[config.mk]
export PLATFORM = sky130hd
export DESIGN_NAME = fpu_normalize_round
export DESIGN_NICKNAME = d
export VERILOG_FILES = /design/src/rtl/fpu_normalize_round.sv
export SDC_FILE = /design/constraint.sdc
export NUM_CORES = 1
export LEC_CHECK = 0
export BUFFER_PORTS_ARGS = -buffer_cell sky130_fd_sc_hd__buf_2
export CAP_MARGIN = 20
export CORE_ASPECT_RATIO = 0.6
export CORE_MARGIN = 10
export CORE_UTILIZATION = 61
export CTS_CLUSTER_DIAMETER = 100
export DETAILED_ROUTE_END_ITERATION = 6
export PLACE_DENSITY = 0.85
export SLEW_MARGIN = 20
export SYNTH_ARGS = -nofsm -noshare
export SYNTH_HDL_FRONTEND = slang
export SYNTH_SLANG_ARGS = --single-unit
[constraint.sdc]
create_clock -name clk -period 3.49 [get_ports clk]
set_input_delay 0.698 -clock clk [delete_from_list [all_inputs] [get_ports clk]]
set_output_delay 0.698 -clock clk [all_outputs]
set_load 0.1 [all_outputs]
[src/rtl/fpu_normalize_round.sv]
// ---------------------------------------------------------------------------
// fpu_normalize_round
//
// Post-multiply stage of the FPU datapath. Takes the raw sign, biased exponent
// and unnormalized product mantissa from the iterative multiplier. It then
// normalizes the mantissa one bit per cycle, rounds it, packs an IEEE-754 word
// and raises the status flags. Only one operation is in flight at a time, and
// the interface is a start/busy/done handshake.
//
// Optional feature macro:
//   FPU_RNE_EN  defined   -> round to nearest, ties to even
//               undefined -> truncate (round toward zero); no carry path
//
// Ports:
//   clk      in   1      clock
//   rst      in   1      synchronous, active-high reset
//   start    in   1      launch an operation (accepted only when idle)
//   in_s     in   1      product sign
//   in_e     in   E+2    biased exponent, two's complement
//   in_f     in   W      mantissa in [0,4): 2 integer bits, W-2 fraction bits
//   busy     out  1      operation in progress (normalize and round phases)
//   done     out  1      one-cycle pulse; result and flags are valid and held
//   result   out  1+E+F  packed {sign, exponent, fraction}
//   ovf      out  1      overflowed to infinity
//   unf      out  1      underflowed and flushed to signed zero
//   inexact  out  1      discarded bits were nonzero
//
// Timing: start is sampled at clock edge 0. done is high during the cycle that
// follows clock edge 3+L, where L is the number of left shifts. A start that
// arrives while busy, or during the done pulse, is ignored.
// ---------------------------------------------------------------------------
module fpu_normalize_round #(
    parameter int E      = 8,
    parameter int F      = 23,
    parameter int OFFSET = 3
) (
    input  logic             clk,
    input  logic             rst,
    input  logic             start,
    input  logic             in_s,
    input  logic [E+1:0]     in_e,
    input  logic [F+OFFSET:0] in_f,
    output logic             busy,
    output logic             done,
    output logic [E+F:0]     result,
    output logic             ovf,
    output logic             unf,
    output logic             inexact
);

    localparam int W  = F + OFFSET + 1;
    // One bit wider than the input exponent so that a right-shift increment
    // plus a rounding carry can never wrap the sign.
    localparam int XW = E + 3;

    localparam logic signed [XW-1:0] EXP_ZERO = '0;
    localparam logic signed [XW-1:0] EXP_ONE  = XW'(1);
    localparam logic signed [XW-1:0] EXP_MAX  = XW'((2**E) - 1);

    typedef enum logic [1:0] {
        IDLE  = 2'd0,
        NORM  = 2'd1,
        ROUND = 2'd2,
        DONE  = 2'd3
    } state_t;

    state_t               state_reg;
    logic                 s_reg;
    logic signed [XW-1:0] exp_reg;
    logic [W-1:0]         mant_reg;
    logic                 sticky_reg;

    logic                 busy_reg;
    logic                 done_reg;
    logic [E+F:0]         result_reg;
    logic                 ovf_reg;
    logic                 unf_reg;
    logic                 inexact_reg;

    // The rounded word is latched in ROUND. It is then published in DONE, so
    // the outputs of the previous operation stay stable until the new pulse.
    logic [E+F:0]         pend_result_reg;
    logic                 pend_ovf_reg;
    logic                 pend_unf_reg;
    logic                 pend_inexact_reg;

    logic [E+F:0]         result_next;
    logic                 ovf_next;
    logic                 unf_next;
    logic                 inexact_next;

    logic [F-1:0]         frac;
    logic [F-1:0]         frac_rnd;
    logic signed [XW-1:0] exp_rnd;
    logic                 guard;
    logic                 sticky_all;
    logic                 lost;
    logic                 low_sticky;

    // Bits below the guard position feed the sticky bit. With OFFSET == 2
    // there are no such bits.
    generate
        if (OFFSET > 2) begin : g_low_sticky
            assign low_sticky = |mant_reg[OFFSET-3:0];
        end else begin : g_no_low_sticky
            assign low_sticky = 1'b0;
        end
    endgenerate

`ifdef FPU_RNE_EN
    logic                 round_up;
    logic [F:0]           frac_sum;
`endif

    // Rounding and classification of the normalized mantissa.
    always_comb begin
        frac       = mant_reg[W-3:OFFSET-1];
        guard      = mant_reg[OFFSET-2];
        sticky_all = sticky_reg | low_sticky;
        lost       = guard | sticky_all;

`ifdef FPU_RNE_EN
        round_up = guard & (sticky_all | frac[0]);
        frac_sum = {1'b0, frac} + {{F{1'b0}}, round_up};
        frac_rnd = frac_sum[F-1:0];
        // A carry out of the fraction wraps it to zero and bumps the exponent.
        exp_rnd  = frac_sum[F] ? (exp_reg + EXP_ONE) : exp_reg;
`else
        frac_rnd = frac;
        exp_rnd  = exp_reg;
`endif

        result_next  = {s_reg, {E{1'b0}}, {F{1'b0}}};
        ovf_next     = 1'b0;
        unf_next     = 1'b0;
        inexact_next = 1'b0;

        if (mant_reg != '0) begin
            if (exp_rnd >= EXP_MAX) begin
                result_next  = {s_reg, {E{1'b1}}, {F{1'b0}}};
                ovf_next     = 1'b1;
                inexact_next = 1'b1;
            end else if (exp_rnd <= EXP_ZERO) begin
                // No denormal support: flush to signed zero.
                unf_next     = 1'b1;
                inexact_next = 1'b1;
            end else begin
                result_next  = {s_reg, exp_rnd[E-1:0], frac_rnd};
                inexact_next = lost;
            end
        end
    end

    always_ff @(posedge clk) begin
        if (rst) begin
            state_reg        <= IDLE;
            s_reg            <= 1'b0;
            exp_reg          <= '0;
            mant_reg         <= '0;
            sticky_reg       <= 1'b0;
            busy_reg         <= 1'b0;
            done_reg         <= 1'b0;
            result_reg       <= '0;
            ovf_reg          <= 1'b0;
            unf_reg          <= 1'b0;
            inexact_reg      <= 1'b0;
            pend_result_reg  <= '0;
            pend_ovf_reg     <= 1'b0;
            pend_unf_reg     <= 1'b0;
            pend_inexact_reg <= 1'b0;
        end else begin
            done_reg <= 1'b0;
            case (state_reg)
                IDLE: begin
                    // The done cycle belongs to the finishing operation, so a
                    // start during that cycle is not accepted.
                    if (start && !done_reg) begin
                        s_reg      <= in_s;
                        exp_reg    <= {in_e[E+1], in_e};
                        mant_reg   <= in_f;
                        sticky_reg <= 1'b0;
                        busy_reg   <= 1'b1;
                        state_reg  <= NORM;
                    end
                end
                NORM: begin
                    if (mant_reg == '0) begin
                        state_reg <= ROUND;
                    end else if (mant_reg[W-1]) begin
                        mant_reg   <= mant_reg >> 1;
                        sticky_reg <= sticky_reg | mant_reg[0];
                        exp_reg    <= exp_reg + EXP_ONE;
                        state_reg  <= ROUND;
                    end else if (mant_reg[W-2]) begin
                        state_reg <= ROUND;
                    end else if (exp_reg <= EXP_ZERO) begin
                        // The result is going to underflow anyway, so there
                        // is no point in shifting further.
                        state_reg <= ROUND;
                    end else begin
                        mant_reg <= mant_reg << 1;
                        exp_reg  <= exp_reg - EXP_ONE;
                    end
                end
                ROUND: begin
                    pend_result_reg  <= result_next;
                    pend_ovf_reg     <= ovf_next;
                    pend_unf_reg     <= unf_next;
                    pend_inexact_reg <= inexact_next;
                    busy_reg         <= 1'b0;
                    state_reg        <= DONE;
                end
                DONE: begin
                    result_reg  <= pend_result_reg;
                    ovf_reg     <= pend_ovf_reg;
                    unf_reg     <= pend_unf_reg;
                    inexact_reg <= pend_inexact_reg;
                    done_reg    <= 1'b1;
                    state_reg   <= IDLE;
                end
                default: state_reg <= IDLE;
            endcase
        end
    end

    assign busy    = busy_reg;
    assign done    = done_reg;
    assign result  = result_reg;
    assign ovf     = ovf_reg;
    assign unf     = unf_reg;
    assign inexact = inexact_reg;

endmodule

Yosys cells after proc, flatten, opt, wreduce, memory -nomap -nowiden
Cells that the tools add are included.

Bits in registers: 114.

Add/sub/neg operators: 2. $lt $le $gt $ge: 2. Eq/ne operators: 9. Multiplexer cells: 36. Bitwise gates (word level): 2. Reductions and logical operators: 13.

Operators with widths (count): 2-to-1 mux 31 bit (3); 2-to-1 mux 26 bit (3); 2-to-1 mux 11 bit (5); 2-to-1 mux 27 bit (2); one-hot mux 27 bit (2 select lines) (1); logical NOT 27 bit (1); nonzero test 27 bit (1); one-hot mux 11 bit (2 select lines) (1); 2-to-1 mux 1 bit (13); adder 11 x 2 -> 11 bit (second input constant) (1); >= comparator 11 x 9 -> 1 bit (second input constant) (1); less-or-equal comparator 11 x 1 -> 1 bit (second input constant) (1); subtractor 11 x 2 -> 11 bit (second input constant) (1); 2-to-1 mux 2 bit (5); one-hot mux 2 bit (4 select lines) (1); inequality test 2 bit (second input constant) (3); inequality test 3 bit (second input constant) (2); AND reduction 2 bit (3); inequality test 5 bit (second input constant) (1); AND reduction 5 bit (1); equality test 2 bit (second input constant) (2); one-hot mux 1 bit (2 select lines) (2); AND reduction 4 bit (1); nonzero test 2 bit (2); 6 further kinds (7).

Longest topological paths before layout
Depth after elaboration: 6. Mapped depth: 8. Depth with buffers taken out: 7.

Worst setup path after synthesis
Ideal clock, no wire load.

Kind: register to register. Start: reg done_reg, in the netlist done. End: reg exp_reg[5]. Arrival: 2183 ps. Required time: 3348 ps. Path slack: 1165 ps. Stages on the path, launching flop included: 7. Path buffers: 1. Period minus slack after synthesis: 2325 ps. Path through: dfxtp_1 -> nand2b_1 -> a21oi_1 -> o2111ai_1 -> nand2_1 -> clkbuf_1 -> a311oi_1.

Word-level cells in the longest chain between the ends: 4.

RTL lines: from (decl) (RTL line 74) `logic done_reg;`; from (signal assigned) (RTL line 162) `done_reg <= 1'b0;`; from (signal assigned) (RTL line 172) `done_reg <= 1'b0;`; from (signal assigned) (RTL line 218) `done_reg <= 1'b1;`; logical NOT 1 bit (RTL line 177) `if (start && !done_reg) begin`; logical AND 1 bit (RTL line 177); inequality test 2 bit (no line); AND reduction 5 bit (no line); to (signal assigned) (RTL line 179) `exp_reg <= {in_e[E+1], in_e};`; to (signal assigned) (RTL line 192) `exp_reg <= exp_reg + EXP_ONE;`; to (signal assigned) (RTL line 202) `exp_reg <= exp_reg - EXP_ONE;`; to (decl) (RTL line 69) `logic signed [XW-1:0] exp_reg;`.

Every way passes these cells. A chain may end at the register's enable or synchronous reset.

Worst setup path in the final report
Start: reg state_reg[0]. End: reg mant_reg[2].

Word-level cells in the longest chain between the ends: 3. Elaborated cells between the ends (all ways): 9.

RTL lines: from (decl) (RTL line 67) `state_t state_reg;`; from (signal assigned) (RTL line 156) `state_reg <= IDLE;`; from (signal assigned) (RTL line 183) `state_reg <= NORM;`; from (signal assigned) (RTL line 188) `state_reg <= ROUND;`; equality test 2 x 1 -> 1 bit or logical NOT 2 bit (tied branches) (RTL line 173) `case (state_reg)`; inequality test 3 bit (no line), or another cell as far along; AND reduction 5 bit (no line); to (signal assigned) (RTL line 180) `mant_reg <= in_f;`; to (signal assigned) (RTL line 190) `mant_reg <= mant_reg >> 1;`; to (signal assigned) (RTL line 201) `mant_reg <= mant_reg << 1;`; to (decl) (RTL line 70) `logic [W-1:0] mant_reg;`.

Parallel ways exist; a longest one is shown, timed or not.

==> flow_summary_export.csv <==
group,metric,value,unit
setup_path,worst-setup-path-type,"reg2reg",
place,port_buffers,77,
sta,fin_tns_setup,0,ps
min_path,hold_path_class,"reg2reg",
route,viasPerCell,6.58,
sta,finalHoldViolCount,0,
global_routing,grt-ovfl-total,0,
clocking,cts_tree,"built",
setup_path,reg2reg_slack,840,ps
pwr,leakagePower,2.57,nW
synthesis,synth_most_common_cell,"dfxtp_1",
sta,skew,6.92,ps
global_routing,antenna_found_initial,0,
sta,rsz0062_at_grt,"false",
floorplan,num_rows,25,
synthesis,ys_seq_area_share,44.3,%
pwr,clkPwrFrac,29.3,%
min_path,min_from,"pend_result_reg[17]",
flow_run,max_cap_viol_count,0,
min_path,min_to,"pend_result_reg[17]",
global_routing,grt_first_pass_wirelength,23900,um
clocking,numCtsBuffers,17,
global_routing,grt_max_degree,41,
pwr,p_sw_share,40.3,%
setup_path,endpoint_kind,"register",
synthesis,synth.avg_cell_area,9.35,um^2
setup_path,rr_worst_depth,9,
synthesis,synth-edff-count,0,
setup_path,worstPathMaxFanout,21,
min_path,min_path_cells,1,
pwr,p_int,3.75,mW
cells_and_area,fillers,516,
route,ant_nets,0,
sta,period_needed,2650,ps
route,first_pass_iters,5,
setup_path,r2r-end,"mant_reg[2]",
floorplan,die_area,0.0126,mm^2
clocking,cts-root-buf,"clkbuf_16",
synthesis,synth.cell_area,0.00515,mm^2
sta,drv_slew,0,
pwr,power.density,1010,mW/mm^2
sta,fin_crit_sh,75.9,%
synthesis,yosysUniqueCellTypes,53,
route,wl_per_cell,19.7,um
status,status,"complete, no violations",
clocking,postCtsSetupRepairBufs,0,
synthesis,synth_ff_type,"dfxtp_1",
route,drc,0,
route,drt_wl_total,14500,um
place,dp_hpwl,9670,um
pwr,total_power,6.27,mW
clocking,path_clk_slew,50,ps
sta,fmax,377,MHz
pwr,p_comb_share,40.6,%
clocking,h-tree-depth,4,
floorplan,ioPinCount,78,
clocking,insertion_delay,410,ps
pwr,pwr-share-seq,30.0,%
global_routing,grtUsageTotal,22.4,%
synthesis,synthArstFlopShare,0,%
clocking,clock-sinks,114,
cells_and_area,fin_cells,734,
pwr,ir_worst_vdd,0.000534,V
sta,relSlewSlack,31.2,%
synthesis,synth_top_cells_by_area,"dfxtp_1 44%, mux2i_1 7.6%, a221oi_1 4.3%",
clocking,cts_hold_buf,0,
pwr,p_sw,2.53,mW
floorplan,die_h,91.2,um
cells_and_area,fin_nets,668,
place,dp_cells,702,
clocking,cts-resized-gates,0,
route,vias,4832,
cells_and_area,n_antenna_cell,0,
synthesis,synth_largest_area_cell,"dfxtp_1",
synthesis,ys_ff_latch,114,
synthesis,yosysWarnings,0,
cells_and_area,syn_to_final_growth,20.3,%
synthesis,synth_nets,606,
clocking,cts.path.max_buffers,2,
synthesis,synthCells,551,
cells_and_area,layout-drive-gt1-share,20.1,%
floorplan,dieWidth,139,um
sta,setup_viol,0,
sta,worst_pin_slew,1030,ps
route,drt_iter0_markers,564,
setup_path,required,3810,ps
place,place_congestion,0.888,
setup_path,timing.rr.start,"state_reg[0]",
global_routing,grt_pass1_vias,4561,
setup_path,start_kind,"register",
synthesis,synth_common_cells,"114 x dfxtp_1, 57 x nor2_1, 39 x mux2i_1",
synthesis,synth_top_area_share,44.3,%
floorplan,coreArea,0.00804,mm^2
floorplan,initial_utilization,64.1,%
setup_path,crit_arrival,2970,ps
## logic make-up after synthesis
logic type                 Yosys count  share of synthesized area, %
xor gates and xnor gates             6                          1.02
DFF                                114                          44.3
muxes                               39                          7.58
AOI/OAI and AO/OA                  163                          23.5
and+or+nand+nor                    160                          15.4
adders and majority gates           14                          3.55
buffers and inverters               55                          4.69
## power by group through the flow
stage,clock [mW],combinational [mW],sequential [mW]
6_report,1.84,2.55,1.88
4_1_cts,1.84,2.48,1.86
2_1_floorplan,0,1.85,1.86
3_5_place_dp,0,2.44,1.89
5_1_grt,1.91,2.77,1.92
3_3_place_gp,0,2.36,1.87
## worst max-delay path: stages (launching register included)
cell and delay [ps]:
dfxtp_1 340, inv_1 120, ha_1 340, nor2_1 90
a21oi_1 150, buf_4 190, o2111a_1 720, buf_4 340
o31ai_1 90, a21oi_1 180
## worst max-delay path by stage
stage               slack [ps]                  to  depth (start not counted)    startpoint
floorplan                 1170          exp_reg[5]                          6          done
global placement           900        mant_reg[21]                          8         start
detailed placement         900        mant_reg[22]                          8         start
CTS                        940  pend_result_reg[7]                          5   mant_reg[7]
global route               650         mant_reg[2]                          9  state_reg[1]
finish                     840         mant_reg[2]                          9  state_reg[0]
## routing by layer
metal | track usage, % | wire length [um] | up-vias | share of wire [%]
li1 | - | - | 2220 | -
met1 | 30.8 | 6700 | 2296 | 46
met2 | 31.8 | 6100 | 285 | 42
met3 | 8.37 | 1490 | 31 | 10
met4 | 6.40 | 200 | 0 | 1.4
met5 | 0 | 0 | - | 0
## layout make-up
cell class / count / area (um^2) / share of cell area [%]
multi-input cells: 382 / 2640 / 42.6
flip-flops and latches: 114 / 2280 / 36.8
clock buffers: 23 / 478 / 7.71
repair buffers: 88 / 468 / 7.55
clock inverters: 9 / 153 / 2.46
well taps: 108 / 135 / 2.18
inverters: 10 / 37.5 / 0.606
## through the flow
step	instance area, um^2	utilization, %	setup slack [ps]	hold slack (ps)
after floorplan	5150	-	1170	441
final	6200	77.1	841	477
after global placement	5560	69.1	902	456
after global routing	6200	77.1	652	488
after CTS	6190	76.9	939	476
after detailed placement	5560	69.1	902	463
## layout by cell type (no fill, tap or decap), drive strengths merged, types with 3 or more instances in the layout
cell type / synthesis / final
a41oi: 4 / 4
a221oi: 25 / 25
bufinv: 0 / 4
nor2: 57 / 57
nor2b: 4 / 4
clkinv: 1 / 6
a22o: 24 / 24
and3: 27 / 27
o21ai: 9 / 9
a31oi: 4 / 4
nand2: 24 / 24
nand4: 3 / 3
nand3b: 5 / 5
nand3: 9 / 9
o31ai: 25 / 25
a21oi: 36 / 36
inv: 9 / 9
ha: 13 / 13
buf: 11 / 88
a211oi: 14 / 14
clkbuf: 34 / 23
xor2: 4 / 4
dfxtp: 114 / 114
a311oi: 4 / 4
nor3: 14 / 14
and4: 4 / 4
nor4: 7 / 7
mux2i: 39 / 39
Power figures use the tool's default switching activity.
